**src/rtl/sa_autosa_pdp_rdma_reg_host_pkg.sv**
```systemverilog
// Shared definitions for the PDP RDMA register host: FSM states, register
// offsets and bit positions of the pointer/status fields.
package sa_autosa_pdp_rdma_reg_host_pkg;

  typedef enum logic [2:0] {
    IDLE,
    RD_PTR,
    WR_PTR,
    POLL,
    RD_STAT,
    RESP
  } state_t;

  localparam logic [11:0] PTR_OFFSET    = 12'h004;
  localparam logic [11:0] STATUS_OFFSET = 12'h000;

  // Pointer register (PTR_OFFSET)
  localparam int PRODUCER_BIT = 0;
  localparam int CONSUMER_BIT = 16;

  // Status register (STATUS_OFFSET)
  localparam int STATUS0_LSB = 0;
  localparam int STATUS1_LSB = 16;
  localparam int STATUS_W    = 2;

endpackage

```
**src/rtl/sa_autosa_pdp_rdma_poll_timer.sv**
```systemverilog
// Poll pacing for the register host: strobes a pointer read on the first
// POLL cycle and every POLL_GAP+1 cycles after. With macro
// AUTOSA_PDP_RDMA_REG_HOST_TIMEOUT_EN defined it also flags POLL cycle
// TIMEOUT_CYCLES-1; otherwise the timeout flag is constant 0.
module sa_autosa_pdp_rdma_poll_timer #(
  parameter int POLL_GAP       = 3,
  parameter int TIMEOUT_CYCLES = 1024
) (
  input  logic clk,
  input  logic rst_n,
  input  logic en,
  output logic poll_rd,
  output logic timeout
);

  // Reject configurations that cannot be counted.
  if (POLL_GAP < 0 || TIMEOUT_CYCLES < 2) begin : g_bad_cfg
    $error("sa_autosa_pdp_rdma_poll_timer: invalid POLL_GAP/TIMEOUT_CYCLES");
  end

  localparam int GAP_W = $clog2(POLL_GAP + 1) + 1;
  localparam logic [GAP_W-1:0] GAP_LAST = GAP_W'(POLL_GAP);

  logic [GAP_W-1:0] gap_cnt;

  // Gap counter: restarts whenever the host is not polling.
  always_ff @(posedge clk or negedge rst_n) begin
    // NOTE: state registers use non-blocking assignments so every flop samples
    // pre-edge values regardless of block ordering.
    if (!rst_n)                gap_cnt <= '0;
    else if (!en)              gap_cnt <= '0;
    else if (gap_cnt == GAP_LAST) gap_cnt <= '0;
    else                       gap_cnt <= gap_cnt + 1'b1;
  end

  assign poll_rd = en && (gap_cnt == '0);

`ifdef AUTOSA_PDP_RDMA_REG_HOST_TIMEOUT_EN
  localparam int TO_W = $clog2(TIMEOUT_CYCLES) + 1;
  localparam logic [TO_W-1:0] TO_LAST = TO_W'(TIMEOUT_CYCLES - 1);

  logic [TO_W-1:0] to_cnt;

  // POLL cycle counter; saturates since the FSM leaves POLL at TO_LAST.
  always_ff @(posedge clk or negedge rst_n) begin
    if (!rst_n)               to_cnt <= '0;
    else if (!en)             to_cnt <= '0;
    else if (to_cnt != TO_LAST) to_cnt <= to_cnt + 1'b1;
  end

  assign timeout = en && (to_cnt == TO_LAST);
`else
  assign timeout = 1'b0;
`endif

endmodule

```
**src/rtl/sa_autosa_pdp_rdma_reg_host.sv**
```systemverilog
// PDP RDMA register host: SUBMIT flips the producer bit and polls until the
// consumer bit echoes it, STATUS just reads the status register; both end in
// a registered response. Optional poll timeout under macro
// AUTOSA_PDP_RDMA_REG_HOST_TIMEOUT_EN.
module sa_autosa_pdp_rdma_reg_host
  import sa_autosa_pdp_rdma_reg_host_pkg::*;
#(
  parameter int POLL_GAP       = 3,
  parameter int TIMEOUT_CYCLES = 1024
) (
  input  logic        autosa_core_clk,
  input  logic        autosa_core_rstn,
  input  logic        cmd_valid,
  output logic        cmd_ready,
  input  logic        cmd_op,
  output logic [11:0] reg_offset,
  output logic [31:0] reg_wr_data,
  output logic        reg_wr_en,
  input  logic [31:0] reg_rd_data,
  output logic        resp_valid,
  input  logic        resp_ready,
  output logic [1:0]  resp_status_0,
  output logic [1:0]  resp_status_1,
  output logic        resp_producer,
  output logic        resp_timeout
);

  state_t state, state_nxt;
  logic   prod_q;     // last captured, then last written, producer value
  logic   poll_rd;
  logic   poll_to;
  logic   match;

  // Bits of the slave read data this host never looks at.
  logic unused_rd_bits;
  assign unused_rd_bits = ^{reg_rd_data[31:18], reg_rd_data[15:2]};

  // After WR_PTR, prod_q already holds the new producer value to wait for.
  assign match = poll_rd && (reg_rd_data[CONSUMER_BIT] == prod_q);

  sa_autosa_pdp_rdma_poll_timer #(
    .POLL_GAP       (POLL_GAP),
    .TIMEOUT_CYCLES (TIMEOUT_CYCLES)
  ) u_poll_timer (
    .clk     (autosa_core_clk),
    .rst_n   (autosa_core_rstn),
    .en      (state == POLL),
    .poll_rd (poll_rd),
    .timeout (poll_to)
  );

  // State register.
  always_ff @(posedge autosa_core_clk or negedge autosa_core_rstn) begin
    if (!autosa_core_rstn) state <= IDLE;
    else                   state <= state_nxt;
  end

  // Next state and register bus / handshake outputs.
  always_comb begin
    // NOTE: every output gets a default before the case so no path leaves a
    // signal unassigned, which would infer a latch.
    state_nxt   = state;
    cmd_ready   = 1'b0;
    resp_valid  = 1'b0;
    reg_offset  = '0;
    reg_wr_en   = 1'b0;
    reg_wr_data = '0;
    case (state)
      IDLE: begin
        cmd_ready = 1'b1;
        if (cmd_valid) state_nxt = cmd_op ? RD_STAT : RD_PTR;
      end
      RD_PTR: begin
        reg_offset = PTR_OFFSET;
        state_nxt  = WR_PTR;
      end
      WR_PTR: begin
        reg_offset                = PTR_OFFSET;
        reg_wr_en                 = 1'b1;
        reg_wr_data[PRODUCER_BIT] = ~prod_q;
        state_nxt                 = POLL;
      end
      POLL: begin
        if (poll_rd) reg_offset = PTR_OFFSET;
        if (match || poll_to) state_nxt = RD_STAT;
      end
      RD_STAT: begin
        reg_offset = STATUS_OFFSET;
        state_nxt  = RESP;
      end
      RESP: begin
        resp_valid = 1'b1;
        if (resp_ready) state_nxt = IDLE;
      end
      default: state_nxt = IDLE;
    endcase
  end

  // Producer tracking and response capture; fields hold until the next RD_STAT.
  always_ff @(posedge autosa_core_clk or negedge autosa_core_rstn) begin
    if (!autosa_core_rstn) begin
      prod_q        <= 1'b0;
      resp_status_0 <= '0;
      resp_status_1 <= '0;
      resp_producer <= 1'b0;
    end else begin
      case (state)
        RD_PTR: prod_q <= reg_rd_data[PRODUCER_BIT];
        WR_PTR: prod_q <= ~prod_q;
        RD_STAT: begin
          resp_status_0 <= reg_rd_data[STATUS0_LSB +: STATUS_W];
          resp_status_1 <= reg_rd_data[STATUS1_LSB +: STATUS_W];
          resp_producer <= prod_q;
        end
        default: ;
      endcase
    end
  end

`ifdef AUTOSA_PDP_RDMA_REG_HOST_TIMEOUT_EN
  logic timeout_q;

  // Timeout flag: cleared while idle, set when POLL gives up without a match.
  always_ff @(posedge autosa_core_clk or negedge autosa_core_rstn) begin
    if (!autosa_core_rstn) begin
      timeout_q    <= 1'b0;
      resp_timeout <= 1'b0;
    end else begin
      if (state == IDLE)                         timeout_q <= 1'b0;
      else if (state == POLL && poll_to && !match) timeout_q <= 1'b1;
      if (state == RD_STAT) resp_timeout <= timeout_q;
    end
  end
`else
  assign resp_timeout = 1'b0;
`endif

endmodule

```
**config.mk**
```make
export PLATFORM = sky130hd
export DESIGN_NAME = sa_autosa_pdp_rdma_reg_host
export DESIGN_NICKNAME = d
export VERILOG_FILES = /design/src/rtl/sa_autosa_pdp_rdma_reg_host_pkg.sv /design/src/rtl/sa_autosa_pdp_rdma_poll_timer.sv /design/src/rtl/sa_autosa_pdp_rdma_reg_host.sv
export SDC_FILE = /design/constraint.sdc
export NUM_CORES = 1
export LEC_CHECK = 0
export ABC_AREA = 0
export CORE_UTILIZATION = 28
export DETAILED_ROUTE_END_ITERATION = 12
export GPL_TIMING_DRIVEN = 0
export PLACE_DENSITY = 0.77
export SYNTH_ARGS = -nofsm -noshare
export SYNTH_HDL_FRONTEND = slang
export SYNTH_SLANG_ARGS = --single-unit
```
**constraint.sdc**
```tcl
create_clock -name autosa_core_clk -period 1.19 [get_ports autosa_core_clk]
set_input_delay 0.238 -clock autosa_core_clk [delete_from_list [all_inputs] [get_ports autosa_core_clk]]
set_output_delay 0.238 -clock autosa_core_clk [all_outputs]
set_load 0.01 [all_outputs]
```
==> results of run 1 <==
-- cells by family (layout without fill, tap and decap cells) --
logic type	count (synthesis)	in the layout	synth area share
compound gates	9	9	0.0742
xor+xnor	1	1	0.00881
fa+ha+maj	2	2	0.0252
buf+inv	51	79	0.370
flops	12	12	0.302
mux	5	5	0.0566
other cells	1	43	0.00377
simple gates	25	25	0.160
-- state kept, by name (all words and copies together), names as in the netlist --
| name | cells |
|---|---|
| u_poll_timer.gap_cnt | 3 |
| state | 3 |
| resp_status_0 | 2 |
| resp_status_1 | 2 |
| prod_q | 1 |
| resp_producer | 1 |
-- cell type report --
type	count	area, um^2
Buffer	46	349
Clock buffer	3	22.5
Fill cell	327	1810
Inverter	5	18.8
Multi-Input combinational cell	85	578
Sequential cell	12	302
Tap cell	46	57.6
Timing Repair Buffer	25	225
-- worst max-delay path by stage --
stage | startpoint | endpoint | slack, ns
floorplan | state[1] | reg_offset[2] | 0.00002
global placement | state[1] | reg_offset[2] | -0.54
detailed placement | state[1] | reg_offset[2] | -0.56
CTS | u_poll_timer.gap_cnt[0] | reg_offset[2] | -0.31
global route | state[0] | reg_offset[2] | -0.43
finish | state[0] | reg_offset[2] | -0.33
-- cell usage after synthesis, types with 2 or more instances --
master,number,area share
nand2_1,3,0.011
o21ai_0,3,0.015
buf_4,45,0.34
ha_1,2,0.025
nor3b_1,2,0.015
nand2b_1,5,0.031
inv_1,4,0.015
a2111oi_2,2,0.030
mux2_2,5,0.057
nor2_1,4,0.015
dfrtp_1,12,0.30
nor3_1,5,0.025
-- power by group through the flow --
stage / sequential (mW) / combinational, mW / clock, mW
2_1_floorplan: 0.739 / 0.899 / 0
3_3_place_gp: 0.713 / 1.40 / 0
3_5_place_dp: 0.718 / 1.41 / 0
4_1_cts: 0.691 / 1.69 / 0.254
5_1_grt: 0.729 / 1.97 / 0.278
6_report: 0.714 / 1.78 / 0.242
-- metal layers --
layer  global-route usage  vias up  routed length (um)
met1                0.128      359                 727
met3               0.0525        3                 204
met5                    0        -                   0
met2                0.195       38                 997
met4               0.0190        0                  14
li1                     -      401                   -
-- timing repair --
item | in CTS | in global routing
pin swaps | 3 | 3
endpoints found under the setup margin | 17 | 18
buffers inserted | 7 | 0
gates cloned | 0 | 0
gates resized for setup | 41 | 15
-- through the flow --
step	hold WS [ns]	total power, mW
CTS	0.324	2.63
detailed placement	0.470	2.13
floorplan	-0.0576	1.64
finish	0.319	2.74
global route	0.346	2.97
global placement	0.464	2.11
==> impl_metrics.yaml, run 1 <==
status:
  outcome: "finished, violations left"
  violations: "negative setup slack"
sta:
  fin_skew_ns: 0.000867
  setup_tns_ns: -2.23
  rsz0062_at_grt: "true"
  drv_slew: 0
  setup_viol: 10
  final.min_clock_period_ns: 1.52
  finalHoldViolCount: 0
  worst_pin_slew_ns: 0.543
  period_share: 1.28
  max-slew-margin-rel: 0.637
  max_freq_ghz: 0.656
  setup_ws_ns: -0.335
finish:
  final_common_cell: "buf_4"
  drive_gt1_frac: 0.483
  fin_cells: 222
  antenna_cells: 0
  nets: 217
  final_area_mm2: 0.00155
  fin_util: 0.462
  area.growth.synth_to_final_pct: 56.1
  mostFrequentLayoutCells: "49 x buf_4, 43 x conb_1, 11 x dfrtp_1, 8 x clkdlybuf4s50_1"
power_and_ir_drop:
  leakage_nw: 0.816
  powerDensity_mw_per_mm2: 1760
  sw_frac_of_total: 0.396
  ir_drop_mv: 0.692
  internal_power_mw: 1.65
  p_switching_mw: 1.08
  power_frac_comb: 0.651
  seq_power_share: 0.261
  p_clk_frac: 0.088
critical_path:
  worstPathCellList: "buf_4, nand2_4, a21oi_1, nor3_2, buf_2"
  critPathRequiredTime_ns: 0.95
  end_kind: "output pin"
  worstPathArrival_ns: 1.29
  crit_family: "flip-flops"
  worstRegToRegCells: 5
  critPathSlowestCell: "dfrtp_1"
  r2r_start: "state[1]"
  worst-path-stages: 5
  worstSetupStartpointType: "flop"
  crit_buf_inv: 2
  r2r_slack_ns: -0.20
  path_class: "reg -> out"
  reg2reg_to: "resp_status_1[0]"
  critPathMaxStageDelay_ns: 0.39
  cp_max_fo: 5
placed_design:
  dp_slack_ns: -0.564
  dp.cells: 212
  placed_cell_area_mm2: 0.00139
  dp_hpwl_mm: 1.40
  gp_congestion: 0.800
  portBuffers: 18
yosys:
  synth.distinct_cells: 26
  ys_seq_area_frac: 0.302
  synth-warning-count: 0
  synth-edff-count: 0
  ys.flop_type: "dfrtp_1"
  synth-async-reset-ratio: 1.00
  yosys_register_bits: 12
  syn_area_per_cell_um2: 9.38
  syn_area_um2: 995
  synthCells: 106
routing:
  drt-pass1-iter-count: 4
  first_iter_violations: 43
  antenna_left: 0
  post_drt_wl_per_cell_um: 8.75
  drt-total-wl_mm: 1.94
  vias: 801
  drc: 0
  routed_via_density: 3.61
clock_network:
  postCtsHoldBufs: 0
  htree_levels: 1
  path_clk_slew_ns: 0.07
  clk_latency_ns: 0.27
  cts_sinks: 12
  clock_path_buffers: 2
  cts_root_buffer: "clkbuf_4"
  numCtsBuffers: 3
  cts_tree: "yes"
worst_hold_path:
  hold_path_class: "in -> async"
die:
  start_util: 0.296
  fp.coreArea_mm2: 0.00336
  io_pins: 90
  die_x_um: 61.6
  die-area_mm2: 0.00379
  die_y_um: 61.6
  fp-row-count: 21
global_route:
  grt_max_degree: 13
  antenna_found_initial: 0
  grt_pass1_vias: 668
  grt-ovfl-total: 0
  grt_first_pass_wirelength_mm: 3.06
  grt_usage: 0.112
flow_run:
  drv_cap: 0
(Power assumes the default switching activity.)
==> inputs of run 2 (changes only) <==
Settings changed: CAP_MARGIN from default to 15.
==> results of run 2 <==
The final DEF is identical to that of run 1; final timing and power are the same.
